--- src/rtl/tpu_fp_pkg.sv ---
// Shared bfloat16 constants and packing helper for the accumulator drain path.
package tpu_fp_pkg;

    localparam int          BF16_BIAS       = 127;
    localparam int          BF16_EXP_MAX    = 255;
    localparam logic [14:0] BF16_INF_MAG    = 15'h7F80;
    localparam int          DEFAULT_EXP_OFF = 24;

    function automatic logic [15:0] bf16_pack(input logic       sign,
                                              input logic [7:0] exp,
                                              input logic [6:0] man);
        return {sign, exp, man};
    endfunction

endpackage

--- src/rtl/acc_to_bf16_pipe_if.sv ---
// Beat-level handshake bundle between accumulator drain, converter and writeback.
interface acc_to_bf16_pipe_if #(
    parameter int ACC_W = 20,
    parameter int LANES = 4
);
    logic                     in_valid;
    logic                     in_ready;
    logic [LANES*ACC_W-1:0]   in_acc;
    logic [7:0]               in_exp_off;
    logic                     in_rne;
    logic                     out_valid;
    logic                     out_ready;
    logic [LANES*16-1:0]      out_bf16;

    modport master (
        output in_valid, in_acc, in_exp_off, in_rne, out_ready,
        input  in_ready, out_valid, out_bf16
    );

    modport slave (
        input  in_valid, in_acc, in_exp_off, in_rne, out_ready,
        output in_ready, out_valid, out_bf16
    );
endinterface

--- src/rtl/lead_one_det.sv ---
// Leading-one position and all-zero flag for a W-bit unsigned value.
module lead_one_det #(
    parameter int W    = 20,
    parameter int LZ_W = $clog2(W)
) (
    input  logic [W-1:0]    a,
    output logic [LZ_W-1:0] pos,
    output logic            zero
);

    always_comb begin
        pos = '0;
        for (int i = 0; i < W; i++) begin
            if (a[i]) pos = LZ_W'(i);
        end
    end

    assign zero = ~|a;

endmodule

--- src/rtl/acc_to_bf16_pipe.sv ---
// Two-stage, multi-lane signed accumulator to bfloat16 converter with valid/ready.
// S1 captures sign/magnitude/leading-one per lane; S2 rounds, range-checks and packs.
module acc_to_bf16_pipe
    import tpu_fp_pkg::*;
#(
    parameter int ACC_W = 20,
    parameter int LANES = 4,
    parameter int LZ_W  = $clog2(ACC_W)
) (
    input  logic             clk,
    input  logic             rst,
    acc_to_bf16_pipe_if.slave bus
);

    localparam logic signed [9:0] EXP_MAX_S = 10'(BF16_EXP_MAX);

    logic       s1_valid_reg;
    logic       s2_valid_reg;
    logic [7:0] exp_off_reg;
    logic       rne_reg;
    logic       adv1;
    logic       adv2;
    logic       accept;

    // A stage may load when it is empty or the stage after it is draining.
    assign adv2          = !s2_valid_reg | bus.out_ready;
    assign adv1          = !s1_valid_reg | adv2;
    assign accept        = bus.in_valid & adv1;
    assign bus.in_ready  = adv1;
    assign bus.out_valid = s2_valid_reg;

    always_ff @(posedge clk or posedge rst) begin
        if (rst) begin
            s1_valid_reg <= 1'b0;
            s2_valid_reg <= 1'b0;
            exp_off_reg  <= '0;
            rne_reg      <= 1'b0;
        end else begin
            if (adv1) s1_valid_reg <= bus.in_valid;
            if (adv2) s2_valid_reg <= s1_valid_reg;
            if (accept) begin
                exp_off_reg <= bus.in_exp_off;
                rne_reg     <= bus.in_rne;
            end
        end
    end

    genvar gi;
    generate
        for (gi = 0; gi < LANES; gi++) begin : g_lane
            logic [ACC_W-1:0]  acc;
            logic [ACC_W-1:0]  mag;
            logic [LZ_W-1:0]   pos;
            logic              zero;

            // Leading one is implied by pos_reg, so only the bits below the top are kept.
            logic              sign_reg;
            logic [ACC_W-2:0]  mag_reg;
            logic              zero_reg;
            logic [LZ_W-1:0]   pos_reg;
            logic [15:0]       bf16_reg;

            logic [LZ_W-1:0]   shift_amt;
            logic [ACC_W+7:0]  norm;
            logic [6:0]        man;
            logic              rbit;
            logic              sticky;
            logic              inc;
            logic [7:0]        man_sum;
            logic [6:0]        man_r;
            logic signed [9:0] exp_v;
            logic signed [9:0] exp_r;
            logic [15:0]       bf16_next;

            assign acc = bus.in_acc[gi*ACC_W +: ACC_W];
            // Two's-complement negate maps the most negative value to 2^(ACC_W-1) exactly.
            assign mag = acc[ACC_W-1] ? (~acc + ACC_W'(1)) : acc;

            lead_one_det #(.W(ACC_W), .LZ_W(LZ_W)) u_lod (
                .a    (mag),
                .pos  (pos),
                .zero (zero)
            );

            always_ff @(posedge clk or posedge rst) begin
                if (rst) begin
                    sign_reg <= 1'b0;
                    mag_reg  <= '0;
                    zero_reg <= 1'b0;
                    pos_reg  <= '0;
                end else if (accept) begin
                    sign_reg <= acc[ACC_W-1];
                    mag_reg  <= mag[ACC_W-2:0];
                    zero_reg <= zero;
                    pos_reg  <= pos;
                end
            end

            always_comb begin
                shift_amt = LZ_W'(ACC_W - 1) - pos_reg;
                // Left-justify so the bit just below the leading one lands at the top.
                norm      = {mag_reg, 9'b0} << shift_amt;
                man       = norm[ACC_W+7 -: 7];
                rbit      = norm[ACC_W];
                sticky    = |norm[ACC_W-1:0];
                inc       = rne_reg & rbit & (sticky | man[0]);
                man_sum   = {1'b0, man} + {7'b0, inc};
                man_r     = man_sum[7] ? 7'd0 : man_sum[6:0];
                exp_v     = 10'(pos_reg) + 10'(BF16_BIAS) - {{2{exp_off_reg[7]}}, exp_off_reg};
                exp_r     = man_sum[7] ? (exp_v + 10'sd1) : exp_v;
                bf16_next = bf16_pack(sign_reg, exp_r[7:0], man_r);
                if (zero_reg)
                    bf16_next = 16'h0000;
                else if (exp_r >= EXP_MAX_S)
                    bf16_next = {sign_reg, BF16_INF_MAG};
                else if (exp_r <= 10'sd0)
                    bf16_next = {sign_reg, 15'b0};
            end

            always_ff @(posedge clk or posedge rst) begin
                if (rst)
                    bf16_reg <= '0;
                else if (adv2 && s1_valid_reg)
                    bf16_reg <= bf16_next;
            end

            assign bus.out_bf16[gi*16 +: 16] = bf16_reg;
        end
    endgenerate

endmodule

--- src/flat_wrapper.sv ---
// flat-port wrapper written by rule: the top's interface ports become plain ports
module acc_to_bf16_pipe_flat import tpu_fp_pkg::*;
#(
    parameter int ACC_W = 20,
    parameter int LANES = 4,
    parameter int LZ_W  = $clog2(ACC_W)
)
  (clk, rst, bus_in_valid, bus_in_acc, bus_in_exp_off, bus_in_rne, bus_out_ready, bus_in_ready, bus_out_valid, bus_out_bf16);
  acc_to_bf16_pipe_if #(.ACC_W(ACC_W), .LANES(LANES)) bus_i ();
  input  logic clk;
  input  logic rst;
  input wire logic [$bits(bus_i.in_valid)-1:0] bus_in_valid;
  input wire logic [$bits(bus_i.in_acc)-1:0] bus_in_acc;
  input wire logic [$bits(bus_i.in_exp_off)-1:0] bus_in_exp_off;
  input wire logic [$bits(bus_i.in_rne)-1:0] bus_in_rne;
  input wire logic [$bits(bus_i.out_ready)-1:0] bus_out_ready;
  output wire logic [$bits(bus_i.in_ready)-1:0] bus_in_ready;
  output wire logic [$bits(bus_i.out_valid)-1:0] bus_out_valid;
  output wire logic [$bits(bus_i.out_bf16)-1:0] bus_out_bf16;
  assign bus_i.in_valid = bus_in_valid;
  assign bus_i.in_acc = bus_in_acc;
  assign bus_i.in_exp_off = bus_in_exp_off;
  assign bus_i.in_rne = bus_in_rne;
  assign bus_i.out_ready = bus_out_ready;
  assign bus_in_ready = bus_i.in_ready;
  assign bus_out_valid = bus_i.out_valid;
  assign bus_out_bf16 = bus_i.out_bf16;
  acc_to_bf16_pipe #(.ACC_W(ACC_W), .LANES(LANES), .LZ_W(LZ_W)) u_core (.clk(clk), .rst(rst), .bus(bus_i));
endmodule
--- config.mk ---
export PLATFORM = sky130hd
export DESIGN_NAME = acc_to_bf16_pipe_flat
export DESIGN_NICKNAME = d
export VERILOG_FILES = /design/src/rtl/tpu_fp_pkg.sv /design/src/rtl/acc_to_bf16_pipe_if.sv /design/src/rtl/lead_one_det.sv /design/src/rtl/acc_to_bf16_pipe.sv /design/src/flat_wrapper.sv
export SDC_FILE = /design/constraint.sdc
export NUM_CORES = 1
export LEC_CHECK = 0
export CORE_UTILIZATION = 50
export CTS_CLUSTER_SIZE = 30
export DETAILED_ROUTE_END_ITERATION = 8
export GPL_TIMING_DRIVEN = 0
export PLACE_DENSITY = 0.81
export SYNTH_ARGS = -nofsm -noshare
export SYNTH_HDL_FRONTEND = slang
export SYNTH_HIERARCHICAL = 1
export SYNTH_SLANG_ARGS = --single-unit
--- constraint.sdc ---
create_clock -name clk -period 15.7 [get_ports clk]
set_input_delay 3.925 -clock clk [delete_from_list [all_inputs] [get_ports clk]]
set_output_delay 3.925 -clock clk [all_outputs]
set_load 0.02 [all_outputs]
==> summary.md <==
| Metric | Value |
|---|---|
| GP Congestion | between 0.9 and 1 |
| Critical Path End | bus_in_ready |
| Final Max Slew Viols | 0 |
| Final Net Count | between 2000 and 2500 |
| Pwr Total | 3.13 mW |
| Failing checks | DRC |
| Sequential area share after synthesis | 0.247 |
| Die footprint | around 37000 um^2 |
| Clock Sinks | about 180 |
| Placed Area | 20300 um^2 |
| Max reg flops | 76 |
| Yosys cell types | 105 |
| Worst Path Max Fanout | 3 |
| Avg Inst Size Synth | between 8 and 9 um^2 |
| RSZ-0062 raised after global routing | no |
| Die width | 192 um |
| Final setup viols | 0 |
| Post-CTS Setup Bufs | 0 |
| Die height | between 150 and 200 um |
| Grt met2 use | 0.476 |
| Vias in the first global route | 16000 |
| Crit-path cells | clkdlybuf4s50_1, nand3b_1, clkdlybuf4s50_1 |
| Final instance area | roughly 21000 um^2 |
| Worst skew pair latency | ~0.45 ns |
| Prevailing post-synth register cell | dfrtp_1 |
| Final Cycle Share | 0.579 |
| Worst Tran Pin Value | 0.922 ns |
| Power Density | ~150 nW/um^2 |
| Max_slew headroom | 0.384 |
| Dpl hpwl | 40500 um |
| VDD IR-drop max | ~0.080 mV |
| Final ANT Viol Nets | 0 |
| Vias | approximately 17000 |
| Drt drc | 18 |
| Core area | 35700 um^2 |
| Global Route Usage Sum | 0.281 |
| Routed vias/inst | 6.29 |
| CTS tree | yes |
| First-pass GRT wire length | 82700 um |
| Worst-path clk slew | 0.07 ns |
| R2R Path End | u_core/g_lane[3].bf16_reg[6] |
| Warnings from Yosys | 6 |
| Core Rows | 69 |
| Mapped cell area | about 18000 um^2 |
| GRT Max-Usage Layer | met2 |
| Setup_tns | 0 ns |
| Leak | between 8 and 9 nW |
| Layout cells sized above 1 | 0.144 |
| Number of max-cap violations | 0 |
| PortBufs | roughly 160 |
| Hold WC Path Type | flop to flop |
| Post-synthesis cell count | roughly 2000 |
| FF-to-FF setup slack | 10.62 ns |
| Kind of critical path | primary input to output port |
| CP endpoint kind | output port |
| Syn Nets | around 2200 |
| Congestion Overflow GR | 0 |
| N_diodes | 0 |
| Status | complete, but fails checks |
| Fin. Hold Viols | 0 |
| Grt met3 use | 0.0280 |
| WL per Instance | slightly below 20 um |
| PostCTS Resize Cnt | 0 |
| Final min period | around 9.1 ns |
| Arr. time, crit path | ~5.2 ns |
| Cts hold-fix bufs | 0 |
| Root buffer cell | clkbuf_16 |
| Worst Path Required | around 12 ns |
| R2r worst-path depth | 18 |
| Startpoint Class | primary input |
| RR Startpoint | u_core/g_lane[3].pos_reg[1] |
| M1 GR Usage | 0.367 |
| CP max stage cell | clkdlybuf4s50_1 |
| Crit-path most repeated cell | clkdlybuf4s50_1 |
| Skew final | between 0.01 and 0.015 ns |
| Initial Util | 0.508 |
| Fmax achieved | roughly 110 MHz |
| Maximum clock insertion buffer count | 2 |
| WL final | 51600 um |
| Ys async rst share | 1.00 |
| Initial drt markers | about 1500 |
| Pin count of the biggest net entering global routing | roughly 140 |
| Initial antenna violation count | 0 |
| First-pass detailed-route iteration total | 9 |
| CP max stage delay | between 0.6 and 0.7 ns |
| H-tree depth | 4 |
| FILL cells | between 3000 and 4000 |
| Num ports | between 150 and 200 |
| Beginning of the critical path | bus_out_ready |
| Area grow syn2layout | 15.7% |
| EDFF count, synth | 0 |
| TritonCTS Buffers | 17 |
| Synth Register Bits | between 150 and 200 |
where the power goes:
group	internal (mW)	switching (mW)
Combinational	0.850	1.10
Clock	0.288	0.194
Sequential	0.572	0.118
Total	1.71	1.42
logic make-up after synthesis:
kind of cell,Yosys count,synth area share
mux,266,0.200
xor+xnor,153,0.0754
flops,179,0.247
buf+inv,200,0.0527
simple gates,712,0.204
compound gates,441,0.172
fa+ha+maj,68,0.0486
area by class of cell:
cell class	count	area, um^2	share of cell area
timing repair buffer	159	1610	0.0767
buffer	105	599	0.0286
sequential	179	4480	0.214
clock buffer	19	443	0.0211
inverter	95	364	0.0174
clock inverter	11	201	0.00961
tap	461	577	0.0275
multi-input combinational	1640	12700	0.605
layer usage:
layer  routed length [um]  vias to the layer above
met3                 2790                      106
met4                 1610                        0
met1                22500                     8086
met5                    0                        -
li1                     -                     7935
met2                24700                      674
cell usage after synthesis (all sizes together), types with 8 or more instances:
master	count	area, um^2
o211ai	18	135
nor4b	9	85.1
nand4	29	181
a211o	8	70.1
nand3	55	275
nor3	59	300
nand2	206	773
nor4	32	265
a31oi	11	68.8
buf	61	428
a21o	14	105
inv	92	345
or4	17	135
mux2i	68	681
or3	15	93.8
and2	22	138
o31ai	43	323
o2111ai	11	96.3
o21ai	98	490
nand3b	10	75.1
nor2	130	490
a211oi	20	150
nand2b	35	219
ha	64	801
mux2	136	1530
a22o	15	131
clkbuf	43	161
and3	27	169
a221oi	8	70.1
a22oi	11	87.6
a21oi	67	339
or2	16	100
xor2	43	377
o22ai	11	75.1
mux4	62	1420
nor2b	22	138
dfrtp	179	4480
o31a	8	70.1
o41ai	17	156
o21a	14	105
xnor2	108	946
a32o	9	90.1
cell usage in the layout, fill, tap and decap left out, types with 66 or more instances in the layout:
cell,netlist,final
mux2_2,136,136
o21ai_0,96,96
nand2_1,206,206
dfrtp_1,179,179
a21oi_1,66,66
inv_1,92,91
nor2_1,129,129
clkdlybuf4s50_1,0,158
xnor2_1,108,108
mux2i_1,68,68
per-stage QoR:
stage                     setup slack, ns  hold WS, ns  utilization  cells
final                                6.61        0.478        0.588   2669
after global routing                 6.57        0.498        0.588   2669
after CTS                            6.61        0.479        0.588   2669
after detailed placement             6.62        0.463        0.570   2639
after global placement               4.81        0.460        0.569   2638
after floorplan                      6.92        0.451            -   2019
worst max-delay path, delay by kind of cell:
family                 cells  cell delay (ns)
buffers and inverters      2             1.09
AND/OR/NAND/NOR            1             0.15
how the worst min path moves through the flow:
stage,startpoint,end,slack (ns),cells past startpoint
finish,u_core/g_lane[1].bf16_reg[3],u_core/g_lane[1].bf16_reg[3],0.48,2
global route,u_core/g_lane[0].bf16_reg[3],u_core/g_lane[0].bf16_reg[3],0.50,2
CTS,u_core/g_lane[1].bf16_reg[3],u_core/g_lane[1].bf16_reg[3],0.48,2
detailed placement,u_core/g_lane[1].bf16_reg[3],u_core/g_lane[1].bf16_reg[3],0.46,2
global placement,u_core/g_lane[0].bf16_reg[8],u_core/g_lane[0].bf16_reg[8],0.46,1
floorplan,u_core/g_lane[3].sign_reg,u_core/g_lane[3].sign_reg,0.45,2
Note: power is estimated with default switching activity, not from simulation.
